==> src/rtl/micro_seq_pkg.sv <==
// Shared encodings for the micro-sequencer: next-address selects, FSM states, flag bit positions.
package micro_seq_pkg;

   localparam logic [1:0] SEL_DISPATCH    = 2'd0;
   localparam logic [1:0] SEL_SEQUENTIAL  = 2'd1;
   localparam logic [1:0] SEL_CONDITIONAL = 2'd2;
   localparam logic [1:0] SEL_DIRECT      = 2'd3;

   localparam int FLAG_Z = 0;
   localparam int FLAG_N = 1;
   localparam int FLAG_C = 2;
   localparam int FLAG_V = 3;

   typedef enum logic [1:0] {
      ST_IDLE,
      ST_RUN,
      ST_DISP_WAIT,
      ST_HALT
   } seqState_t;

endpackage

==> src/rtl/micro_ret_stack.sv <==
// LIFO of micro-return addresses; push into a full stack or pop from an empty one is ignored here,
// the caller decides how to react.
module micro_ret_stack #(
   parameter int DEPTH = 4,
   parameter int AW    = 6
) (
   input  logic          clk,
   input  logic          rst_n,
   input  logic          push,
   input  logic          pop,
   input  logic [AW-1:0] pushData,
   output logic [AW-1:0] top,
   output logic          full,
   output logic          empty
);

   localparam int CW = $clog2(DEPTH + 1);
   localparam int IW = (DEPTH > 1) ? $clog2(DEPTH) : 1;

   logic [AW-1:0] mem [DEPTH];
   logic [CW-1:0] count;

   assign full  = (count == CW'(DEPTH));
   assign empty = (count == '0);
   assign top   = mem[IW'(count - CW'(1))];

   always_ff @(posedge clk) begin
      if (!rst_n) begin
         count <= '0;
      end else if (push && !full) begin
         mem[IW'(count)] <= pushData;
         count           <= count + CW'(1);
      end else if (pop && !empty) begin
         count <= count - CW'(1);
      end
   end

endmodule

==> src/rtl/micro_sequencer.sv <==
// Micro-program counter sequencer: dispatch handshake, memory stall, halt/resume.
// Optional return stack for microsubroutines when MICRO_CALL_STACK_EN is defined.
//
// state        | meaning
// ST_IDLE      | one bubble cycle after reset/resume, upc = RESET_ADDR
// ST_RUN       | control word at upc is live, upc advances per next_sel
// ST_DISP_WAIT | waiting for op_valid to take the dispatch target
// ST_HALT      | frozen until resume
module micro_sequencer
   import micro_seq_pkg::*;
#(
   parameter int            AW            = 6,
   parameter logic [AW-1:0] RESET_ADDR    = '0,
   parameter logic [AW-1:0] BR_TRUE_ADDR  = AW'(12),
   parameter logic [AW-1:0] BR_FALSE_ADDR = AW'(13),
   parameter int            STACK_DEPTH   = 4
) (
   input  logic          clk,
   input  logic          rst_n,
   input  logic [1:0]    ctrl_next_sel,
   input  logic [AW-1:0] ctrl_next_addr,
   input  logic [1:0]    ctrl_cond_sel,
   input  logic          ctrl_wait_mem,
   input  logic          ctrl_halt,
   input  logic          ctrl_call,
   input  logic          ctrl_ret,
   input  logic [3:0]    cond_flags,
   input  logic          mem_busy,
   input  logic          op_valid,
   input  logic [AW-1:0] op_dispatch,
   input  logic          resume,
   output logic          op_ready,
   output logic [AW-1:0] upc,
   output logic          upc_valid,
   output logic          stall,
   output logic          halted,
   output logic          stack_err
);

   seqState_t     state;
   logic [AW-1:0] upcNext;
   logic          dispMiss;
   logic          memHold;

`ifdef MICRO_CALL_STACK_EN
   logic          stackPush, stackPop, stackFull, stackEmpty, stackErrSet, stackErr;
   logic [AW-1:0] stackTop;
`endif

   assign memHold = ctrl_wait_mem & mem_busy;

   always_comb begin
      upcNext  = upc;
      op_ready = 1'b0;
      stall    = 1'b0;
      dispMiss = 1'b0;
`ifdef MICRO_CALL_STACK_EN
      stackPush   = 1'b0;
      stackPop    = 1'b0;
      stackErrSet = 1'b0;
`endif
      case (state)
         ST_RUN: begin
            if (!ctrl_halt) begin
               if (memHold) begin
                  stall = 1'b1;
               end
`ifdef MICRO_CALL_STACK_EN
               else if (ctrl_ret) begin
                  stackPop    = !stackEmpty;
                  stackErrSet = stackEmpty;
                  upcNext     = stackEmpty ? RESET_ADDR : stackTop;
               end else if (ctrl_call) begin
                  // full stack still takes the jump; only the return address is lost
                  stackPush   = !stackFull;
                  stackErrSet = stackFull;
                  upcNext     = ctrl_next_addr;
               end
`endif
               else begin
                  case (ctrl_next_sel)
                     SEL_DISPATCH: begin
                        if (op_valid) begin
                           upcNext  = op_dispatch;
                           op_ready = 1'b1;
                        end else begin
                           stall    = 1'b1;
                           dispMiss = 1'b1;
                        end
                     end
                     SEL_SEQUENTIAL:  upcNext = upc + AW'(1);
                     SEL_CONDITIONAL: upcNext = cond_flags[ctrl_cond_sel] ? BR_TRUE_ADDR : BR_FALSE_ADDR;
                     default:         upcNext = ctrl_next_addr;
                  endcase
               end
            end
         end
         ST_DISP_WAIT: begin
            if (op_valid) begin
               upcNext  = op_dispatch;
               op_ready = 1'b1;
            end else begin
               stall = 1'b1;
            end
         end
         ST_HALT: begin
            if (resume) upcNext = RESET_ADDR;
         end
         default: ;
      endcase
   end

   always_ff @(posedge clk) begin
      if (!rst_n) begin
         state <= ST_IDLE;
         upc   <= RESET_ADDR;
      end else begin
         upc <= upcNext;
         case (state)
            ST_IDLE:      state <= ST_RUN;
            ST_RUN: begin
               if (ctrl_halt)     state <= ST_HALT;
               else if (dispMiss) state <= ST_DISP_WAIT;
            end
            ST_DISP_WAIT: if (op_valid) state <= ST_RUN;
            ST_HALT:      if (resume)   state <= ST_IDLE;
            default:      state <= ST_IDLE;
         endcase
      end
   end

   assign upc_valid = (state == ST_RUN);
   assign halted    = (state == ST_HALT);

`ifdef MICRO_CALL_STACK_EN
   micro_ret_stack #(
      .DEPTH(STACK_DEPTH),
      .AW   (AW)
   ) uRetStack (
      .clk     (clk),
      .rst_n   (rst_n),
      .push    (stackPush),
      .pop     (stackPop),
      .pushData(upc + AW'(1)),
      .top     (stackTop),
      .full    (stackFull),
      .empty   (stackEmpty)
   );

   always_ff @(posedge clk) begin
      if (!rst_n)           stackErr <= 1'b0;
      else if (stackErrSet) stackErr <= 1'b1;
   end

   assign stack_err = stackErr;
`else
   logic unusedStackIns;
   assign unusedStackIns = ctrl_call ^ ctrl_ret ^ (STACK_DEPTH != 0);
   assign stack_err      = 1'b0;
`endif

endmodule

==> config.mk <==
export PLATFORM = sky130hd
export DESIGN_NAME = micro_sequencer
export DESIGN_NICKNAME = d
export VERILOG_FILES = /design/src/rtl/micro_seq_pkg.sv /design/src/rtl/micro_ret_stack.sv /design/src/rtl/micro_sequencer.sv
export SDC_FILE = /design/constraint.sdc
export NUM_CORES = 1
export LEC_CHECK = 0
export CORE_ASPECT_RATIO = 0.7
export CORE_MARGIN = 3
export CORE_UTILIZATION = 30
export DETAILED_ROUTE_END_ITERATION = 8
export MAX_ROUTING_LAYER = met4
export PLACE_DENSITY = 0.6
export SLEW_MARGIN = 10
export SYNTH_ARGS = -nofsm -noshare
export SYNTH_HDL_FRONTEND = slang
export SYNTH_SLANG_ARGS = --single-unit
==> constraint.sdc <==
create_clock -name clk -period 3.7 [get_ports clk]
set_input_delay 1.11 -clock clk [delete_from_list [all_inputs] [get_ports clk]]
set_output_delay 1.11 -clock clk [all_outputs]
set_load 0.03 [all_outputs]
==> results of run 1 <==
[stage by stage]
stage	power [mW]	cells	setup slack (ns)	util	hold WS, ns
after detailed placement	0.290	178	0.213	0.479	0.537
after global routing	0.428	181	0.127	0.495	0.591
final	0.402	181	0.186	0.495	0.549
after CTS	0.405	181	0.203	0.495	0.543
after global placement	0.289	178	0.222	0.479	0.524
after floorplan	0.218	110	0.641	-	0.491
[power groups by stage]
stage                     registers [mW]  clock network (mW)  logic, mW
after global placement             0.116                   0      0.172
after global routing               0.118               0.120      0.190
after detailed placement           0.117                   0      0.173
after CTS                          0.115               0.115      0.175
after floorplan                    0.131                   0     0.0872
final                              0.115               0.111      0.175
[critical path: stages]
cell	delay [ns]
clkdlybuf4s50_1	0.42
nor2_1	0.32
a21oi_1	0.12
o22ai_1	0.14
and2_1	0.14
buf_4	0.15
[cell usage in the layout (no fill, tap or decap), drive strengths merged, types with 2 or more instances in the layout]
cell type and n:
nor2 8, mux2 3, nand2b 4, inv 6
a21oi 11, a221oi 2, dfxtp 8, mux2i 4
nand3 6, buf 6, clkbuf 3, ha 5
clkdlybuf4s50 34, nor2b 3, nand4 2, o22ai 3
o21ai 9, nand2 10
[cell families (layout without fill, tap and decap cells)]
logic type / Yosys count / in the layout
other: 1 / 1
AND/OR/NAND/NOR: 38 / 38
flip-flops: 8 / 8
adder cells (fa/ha/maj): 5 / 5
multiplexers: 8 / 8
buffers and inverters: 12 / 49
AO/OA/AOI/OAI: 36 / 36
XOR/XNOR: 2 / 2
[how the worst max path moves through the flow]
| stage | slack (ns) | start | cells after the start | to |
|---|---|---|---|---|
| 4_1_cts | 0.20 | ctrl_next_sel[0] | 6 | stall |
| 3_3_place_gp | 0.22 | ctrl_next_sel[0] | 6 | stall |
| 5_1_grt | 0.13 | ctrl_next_sel[1] | 6 | stall |
| 3_5_place_dp | 0.21 | ctrl_next_sel[0] | 6 | stall |
| 6_report | 0.19 | ctrl_next_sel[0] | 6 | stall |
| 2_1_floorplan | 0.64 | ctrl_next_sel[0] | 3 | op_ready |
[routing by layer]
layer / global-route usage / up-vias
li1: - / 474
met4: 0.0297 / 0
met5: - / -
met1: 0.237 / 441
met2: 0.216 / 32
met3: 0.0524 / 2
[state kept, by name, indices dropped and copies added, names as in the netlist]
register	cells
upc	6
state	2
[layout make-up]
type                            instances  share of cell area
Clock buffer                            3              0.0329
Timing Repair Buffer                   40               0.307
Sequential cell                         8               0.128
Multi-Input combinational cell         90               0.481
Tap cell                               34              0.0339
Inverter                                6              0.0179
==> flow_metrics.tcl, run 1 <==
set metrics [dict create \
    synth-compound-area-share 0.284 \
    criticalPathCategory "in -> out" \
    yosys.area_share.adder 0.0762 \
    grt_max_degree 14 \
    clkSinkCount 8 \
    initial_core_util 0.324 \
    skew_ns 0.00934 \
    syn_area_um2 821 \
    tightest_slew_ns 0.829 \
    yosys.area.top_type "dfxtp_1" \
    worstPathRequired_ns 2.59 \
    final.fill_count 262 \
    track_usage 0.162 \
    worstSetupEndpointType "output pin" \
    core_area_um2 2530 \
    synth_edf_count 0 \
    via_per_inst 5.24 \
    finalInstanceArea_um2 1250 \
    io_buffers 36 \
    path_clk_slew_ns 0.04 \
    ioPinCount 40 \
    startpoint_type "input pin" \
    ctsResizeCount 0 \
    yosys_warnings 0 \
    seq_area_frac_synth 0.195 \
    regToRegSetupSlack_ns 1.80 \
    synth_top_area_frac 0.195 \
    cts_root_buf "clkbuf_8" \
    final_antenna_net_count 0 \
    holdBufCountCts 0 \
    crit_arrival_ns 2.40 \
    p_per_area_nw_per_um2 320 \
    gr-total-overflow 0 \
    rsz0062_at_grt "no" \
    r2r_cells 5 \
    wl_per_cell_um 14.2 \
    drtPass1Iterations 4 \
    synthTopCellsByCount "a21oi_1, nand2_1, o21ai_0, dfxtp_1, nor2_1" \
    vias 949 \
    hold-path-cell-count 2 \
    fin_crit_sh 0.950 \
    holdPathEnd "state[1]$_SDFFE_PN0P_" \
    place_hpwl_um 1990 \
    place_congestion 0.897 \
    maxCapViolations 0 \
    synth.area.mux_share 0.117 \
    synth_area_per_cell_um2 7.46 \
    synth.distinct_cells 39 \
    synthCells 110 \
    yosysMostFrequentCell "a21oi_1" \
    worstReg2RegEnd "upc[5]$_SDFFE_PN0P_" \
    routed.top_layer "met4" \
    clk_latency_ns 0.24 \
    cts_setup_buffers 0 \
    cts-htree-levels 1 \
    antenna_found_initial 0 \
    grt_pass1_vias 863 \
    hp-class "reg -> reg" \
    setup_viol 0 \
    numCtsBuffers 3 \
    diodes 0 \
    drive_above_1_share 0.109 \
    seqCellArea_um2 160 \
    switching_share 0.363 \
    clk_path_buf_depth 2 \
    worst_ir_drop_vdd_v 0.000163 \
    area_delta_synth_final_pct 52.9 \
    wl_met2_um 1040 \
    setup_tns_ns 0 \
    synthArstFlopShare 0 \
    cts_tree "built" \
    outcome "finished, final reports clean" \
    wl_met3_um 189 \
    intPower_mw 0.256 \
    placementRows 15 \
    die-height_um 49.8 \
    p_leak_nw 0.492 \
    pwr-share-seq 0.287 \
    ys.flop_type "dfxtp_1" \
    hp-start "state[1]$_SDFFE_PN0P_" \
    finalNetCount 183 \
    worstReg2RegStart "state[0]$_SDFFE_PN0P_" \
    pwr-share-comb 0.436 \
    power_frac_clock 0.277 \
    dpl_cell_area_um2 1210 \
    grt_pass1_wl_um 4030 \
    fmax_mhz 285 \
    path_max_fanout 5 \
    synth_xor_area_frac 0.0213 \
    syn_nets 144 \
    period_minus_slack_ns 3.51 \
    dieArea_um2 3410 \
    fp.dieW_um 68.5 \
    drc 0 \
    p_switching_mw 0.146 \
    hold_viol_final 0 \
    drt-met1-wl_um 1310 \
    multi_input_area_um2 603 \
    drt_iter0_drc 55 \
    relSlewSlack 0.446 \
    ys_seq_elements 8 \
    slew_violations 0 \
    routed_wl_um 2560 \
    synthSimpleGateAreaFrac 0.232 \
    synth_top_family_by_area "compound AO/OA/AOI/OAI gates" \
    synth_area_leaders "dfxtp_1, ha_1, a21oi_1" \
]
(Power assumes the default switching activity.)
==> run 2, diff against run 1 <==
--- a/config.mk
+++ b/config.mk
@@ -6,7 +6,7 @@
 export NUM_CORES = 1
 export LEC_CHECK = 0
 export CORE_ASPECT_RATIO = 0.7
-export CORE_MARGIN = 3
+export CORE_MARGIN = 4
 export CORE_UTILIZATION = 30
 export DETAILED_ROUTE_END_ITERATION = 8
 export MAX_ROUTING_LAYER = met4
==> constraint.sdc (replaced) <==
create_clock -name clk -period 3.7 [get_ports clk]
set_input_delay 0.555 -clock clk [delete_from_list [all_inputs] [get_ports clk]]
set_output_delay 0.555 -clock clk [all_outputs]
set_load 0.03 [all_outputs]
==> run 2 against run 1 <==
Compared with the run above: die area is 7.1% higher; final cell count is 1.7% lower; total power is 0.28% higher.
==> flow_metrics.tcl, run 2 (synthesis gave the netlist of run 1 again) <==
set metrics [dict create \
    core_area_um2 2530 \
    fin_crit_sh 0.853 \
    largest_reg_flops 6 \
    cts_tree "built" \
    worstPathRequired_ns 3.14 \
    relSlewSlack 0.445 \
    drt_iter0_drc 43 \
    criticalPathCategory "in -> out" \
    rsz0062_at_grt "no" \
    area_delta_synth_final_pct 50.8 \
    ctsResizeCount 0 \
    final_antenna_net_count 0 \
    track_usage 0.146 \
    maxCapViolations 0 \
    worstSetupEndpointType "output pin" \
    finalNetCount 180 \
    antenna_found_initial 0 \
    numCtsBuffers 3 \
    setup_viol 0 \
    regMostFlops "upc" \
    p_switching_mw 0.149 \
    drtPass1Iterations 4 \
    io_buffers 36 \
    tightest_slew_ns 0.831 \
    setup_tns_ns 0 \
    placementRows 15 \
    place_hpwl_um 2010 \
    final_cell_mix "clkdlybuf4s50_1, a21oi_1, nand2_1" \
    drt-met1-wl_um 1270 \
    hold_viol_final 0 \
    pwr-share-comb 0.430 \
    pwr-share-seq 0.288 \
    final_common_cell "clkdlybuf4s50_1" \
    die-height_um 51.8 \
    drive_above_1_share 0.0764 \
    initial_core_util 0.324 \
    skew_ns 0.0118 \
    grt_pass1_wl_um 4150 \
    diodes 0 \
    path_clk_slew_ns 0.04 \
    outcome "finished, final reports clean" \
    final.fill_count 260 \
    worst_ir_drop_vdd_v 0.000246 \
    vias 952 \
    wl_met3_um 175 \
    startpoint_type "input pin" \
    fp.dieW_um 70.5 \
    dieArea_um2 3650 \
    power_frac_clock 0.283 \
    holdBufCountCts 0 \
    gr-total-overflow 0 \
    wl_per_cell_um 14.7 \
    utilization 0.488 \
    crit_arrival_ns 2.60 \
    cts_setup_buffers 0 \
    finalPower_mw 0.403 \
    largestRegisters "upc x6, state x2" \
    p_leak_nw 0.473 \
    intPower_mw 0.254 \
    grt_max_degree 14 \
    clk_path_buf_depth 2 \
    p_per_area_nw_per_um2 326 \
    drc 0 \
    place_congestion 0.882 \
    fmax_mhz 317 \
    clk_latency_ns 0.24 \
    ioPinCount 40 \
    routed.top_layer "met4" \
    hp-class "reg -> reg" \
    period_minus_slack_ns 3.16 \
    clkSinkCount 8 \
    slew_violations 0 \
    cts-htree-levels 1 \
    routed_wl_um 2610 \
    wl_met2_um 1160 \
    grt_pass1_vias 907 \
    switching_share 0.370 \
    path_max_fanout 8 \
    via_per_inst 5.35 \
    cts_root_buf "clkbuf_8" \
]
## run 2: power groups by stage
stage | clock network (mW) | logic (mW) | registers (mW)
final | 0.114 | 0.173 | 0.116
after detailed placement | 0 | 0.172 | 0.117
after global routing | 0.118 | 0.187 | 0.118
after global placement | 0 | 0.170 | 0.116
after floorplan | 0 | 0.0872 | 0.131
after CTS | 0.115 | 0.173 | 0.115
## run 2: worst max-delay path: stages
cell and delay (ns):
clkdlybuf4s50_1 0.54, nor2_1 0.42, a21oi_1 0.13, o22ai_1 0.14, and2_1 0.15, clkdlybuf4s50_1 0.66
## run 2: path summary, 6_finish.rpt
path	startpoint	end	slack [ns]	cells past startpoint
worst max register to register	state[0]$_SDFFE_PN0P_	upc[5]$_SDFFE_PN0P_	1.74	5
worst min register to register	state[1]$_SDFFE_PN0P_	state[1]$_SDFFE_PN0P_	0.54	2
worst min-delay path	state[1]$_SDFFE_PN0P_	state[1]$_SDFFE_PN0P_	0.54	2
worst max-delay path	ctrl_next_sel[0]	stall	0.54	6
## run 2: layer usage
metal,track usage,vias up
met5,-,-
met4,0.0159,0
met3,0.0521,2
met2,0.228,29
met1,0.189,451
li1,-,470
## run 2: area by class of cell
cell class	count	area, um2	area share
multi-input combinational	90	603	0.487
timing repair buffer	37	368	0.297
sequential	8	160	0.129
tap	34	42.5	0.0344
clock buffer	3	41.3	0.0334
inverter	6	22.5	0.0182
## run 2: per-stage QoR
stage	instances	setup slack, ns	instance area [um2]	hold slack (ns)
floorplan	110	1.55	821	0.491
global placement	175	0.606	1200	0.529
detailed placement	175	0.591	1200	0.537
CTS	178	0.582	1240	0.544
global route	178	0.448	1240	0.589
finish	178	0.543	1240	0.544
==> run 3, diff against run 2 <==
--- a/config.mk
+++ b/config.mk
@@ -6,8 +6,9 @@
 export NUM_CORES = 1
 export LEC_CHECK = 0
 export CORE_ASPECT_RATIO = 0.7
-export CORE_MARGIN = 4
+export CORE_MARGIN = 2
 export CORE_UTILIZATION = 30
+export CTS_CLUSTER_DIAMETER = 80
 export DETAILED_ROUTE_END_ITERATION = 8
 export MAX_ROUTING_LAYER = met4
 export PLACE_DENSITY = 0.6
==> run 3 against run 2 <==
Compared with the run above: total power about the same; non-clock buffer count did not move; register-to-register slack improved by 0.04 ns; utilization stayed put; largest cell class unchanged; critical path type unchanged; global-route usage grew 2.3 points; design area is the same; largest power group unchanged; setup slack gained 0.083 ns.
==> flow_metrics.tcl, run 3 (synthesis gave the netlist of run 1 again) <==
set metrics [dict create \
    dieArea_um2 3180 \
    final.fill_count 259 \
    drc 0 \
    setup_tns_ns 0 \
    p_leak_nw 0.473 \
    path_max_fanout 8 \
    finalInstanceArea_um2 1240 \
    finalPower_mw 0.403 \
    fp.dieW_um 66.5 \
    rsz0062_at_grt "no" \
    finalNetCount 180 \
    cp_slowest_cell "clkdlybuf4s50_1" \
    hold_viol_final 0 \
    area_delta_synth_final_pct 50.8 \
    io_buffers 36 \
    initial_core_util 0.324 \
    via_per_inst 5.30 \
    skew_ns 0.0150 \
    gr-total-overflow 0 \
    cts_setup_buffers 0 \
    drt_iter0_drc 57 \
    final_cell_mix "clkdlybuf4s50_1, a21oi_1, nand2_1" \
    diodes 0 \
    maxCapViolations 0 \
    cts-htree-levels 1 \
    regMostFlops "upc" \
    final_antenna_net_count 0 \
    p_per_area_nw_per_um2 326 \
    regToRegSetupSlack_ns 1.78 \
    place_ws_ns 0.617 \
    core_area_um2 2530 \
    numCtsBuffers 3 \
    worstPathRequired_ns 3.14 \
    clk_path_buf_depth 2 \
    startpoint_type "input pin" \
    r2r_cells 5 \
    placementRows 15 \
    hold-path-cell-count 2 \
    holdPathEnd "upc[4]$_SDFFE_PN0P_" \
    ioPinCount 40 \
    period_minus_slack_ns 3.07 \
    slew_violations 0 \
    worst_ir_drop_vdd_v 0.000199 \
    outcome "finished, final reports clean" \
    worst_slack_ns 0.626 \
    cpMostUsedCell "clkdlybuf4s50_1" \
    worstReg2RegEnd "upc[5]$_SDFFE_PN0P_" \
    clk_latency_ns 0.25 \
    die-height_um 47.8 \
    setup_viol 0 \
    clkSinkCount 8 \
    cts_root_buf "clkbuf_8" \
    holdBufCountCts 0 \
    crit_arrival_ns 2.52 \
    final_common_cell "clkdlybuf4s50_1" \
    cts_tree "built" \
    crit_chain "clkdlybuf4s50_1 > nor2_1 > a21oi_1 > o22ai_1 > and2_1 > clkdlybuf4s50_1" \
    routed_wl_um 2440 \
    dpl_cell_area_um2 1200 \
    max_stage_delay_ns 0.66 \
    wl_per_cell_um 13.7 \
    place_congestion 0.761 \
    drtPass1Iterations 4 \
    grt_pass1_vias 869 \
    worstSetupEndpointType "output pin" \
    grt_max_degree 14 \
    track_usage 0.169 \
    fmax_mhz 325 \
    hp-class "reg -> reg" \
    ctsResizeCount 0 \
    largestRegisters "upc x6, state x2" \
    drive_above_1_share 0.0764 \
    place_hpwl_um 1890 \
    tightest_slew_ns 0.863 \
    hp-start "upc[4]$_SDFFE_PN0P_" \
    vias 944 \
    startpoint "ctrl_next_sel[0]" \
    grt_pass1_wl_um 3860 \
    fin_crit_sh 0.831 \
    antenna_found_initial 0 \
    path_clk_slew_ns 0.06 \
    worstReg2RegStart "state[0]$_SDFFE_PN0P_" \
    criticalPathCategory "in -> out" \
    largest_reg_flops 6 \
    relSlewSlack 0.424 \
]
run 3: worst max path at each step:
stage	endpoint	slack, ns	cells after the start
2_1_floorplan	op_ready	1.55	5
3_3_place_gp	stall	0.61	6
3_5_place_dp	stall	0.62	6
4_1_cts	stall	0.61	6
5_1_grt	stall	0.49	6
6_report	stall	0.63	6
run 3: critical path, delay by kind of cell:
family                 cells  cell delay, ns
AO/OA/AOI/OAI              2            0.24
buffers and inverters      2            1.19
AND/OR/NAND/NOR            2            0.52
run 3: cell type report:
type                            instances  area, um2  area share
Multi-Input combinational cell         90        603       0.487
Timing Repair Buffer                   37        368       0.297
Sequential cell                         8        160       0.129
Tap cell                               34       42.5      0.0344
Clock buffer                            3       41.3      0.0334
Inverter                                6       22.5      0.0182
run 3: report_power, final:
group / internal (mW) / switching (mW)
Clock: 0.0714 / 0.0446
Combinational: 0.0847 / 0.0870
Sequential: 0.0982 / 0.0173
Total: 0.254 / 0.149
run 3: metal layers:
metal,track usage,share of wire,vias up
li1,-,-,470
met1,0.213,0.46,429
met2,0.274,0.44,42
met3,0.0541,0.091,3
met4,0.0286,0.0041,0
met5,-,0,-
run 3: per-stage QoR:
| step | cells | utilization | hold slack, ns |
|---|---|---|---|
| CTS | 178 | 0.488 | 0.544 |
| detailed placement | 175 | 0.472 | 0.537 |
| finish | 178 | 0.488 | 0.546 |
| global route | 178 | 0.488 | 0.569 |
| global placement | 175 | 0.472 | 0.529 |
| floorplan | 110 | - | 0.491 |
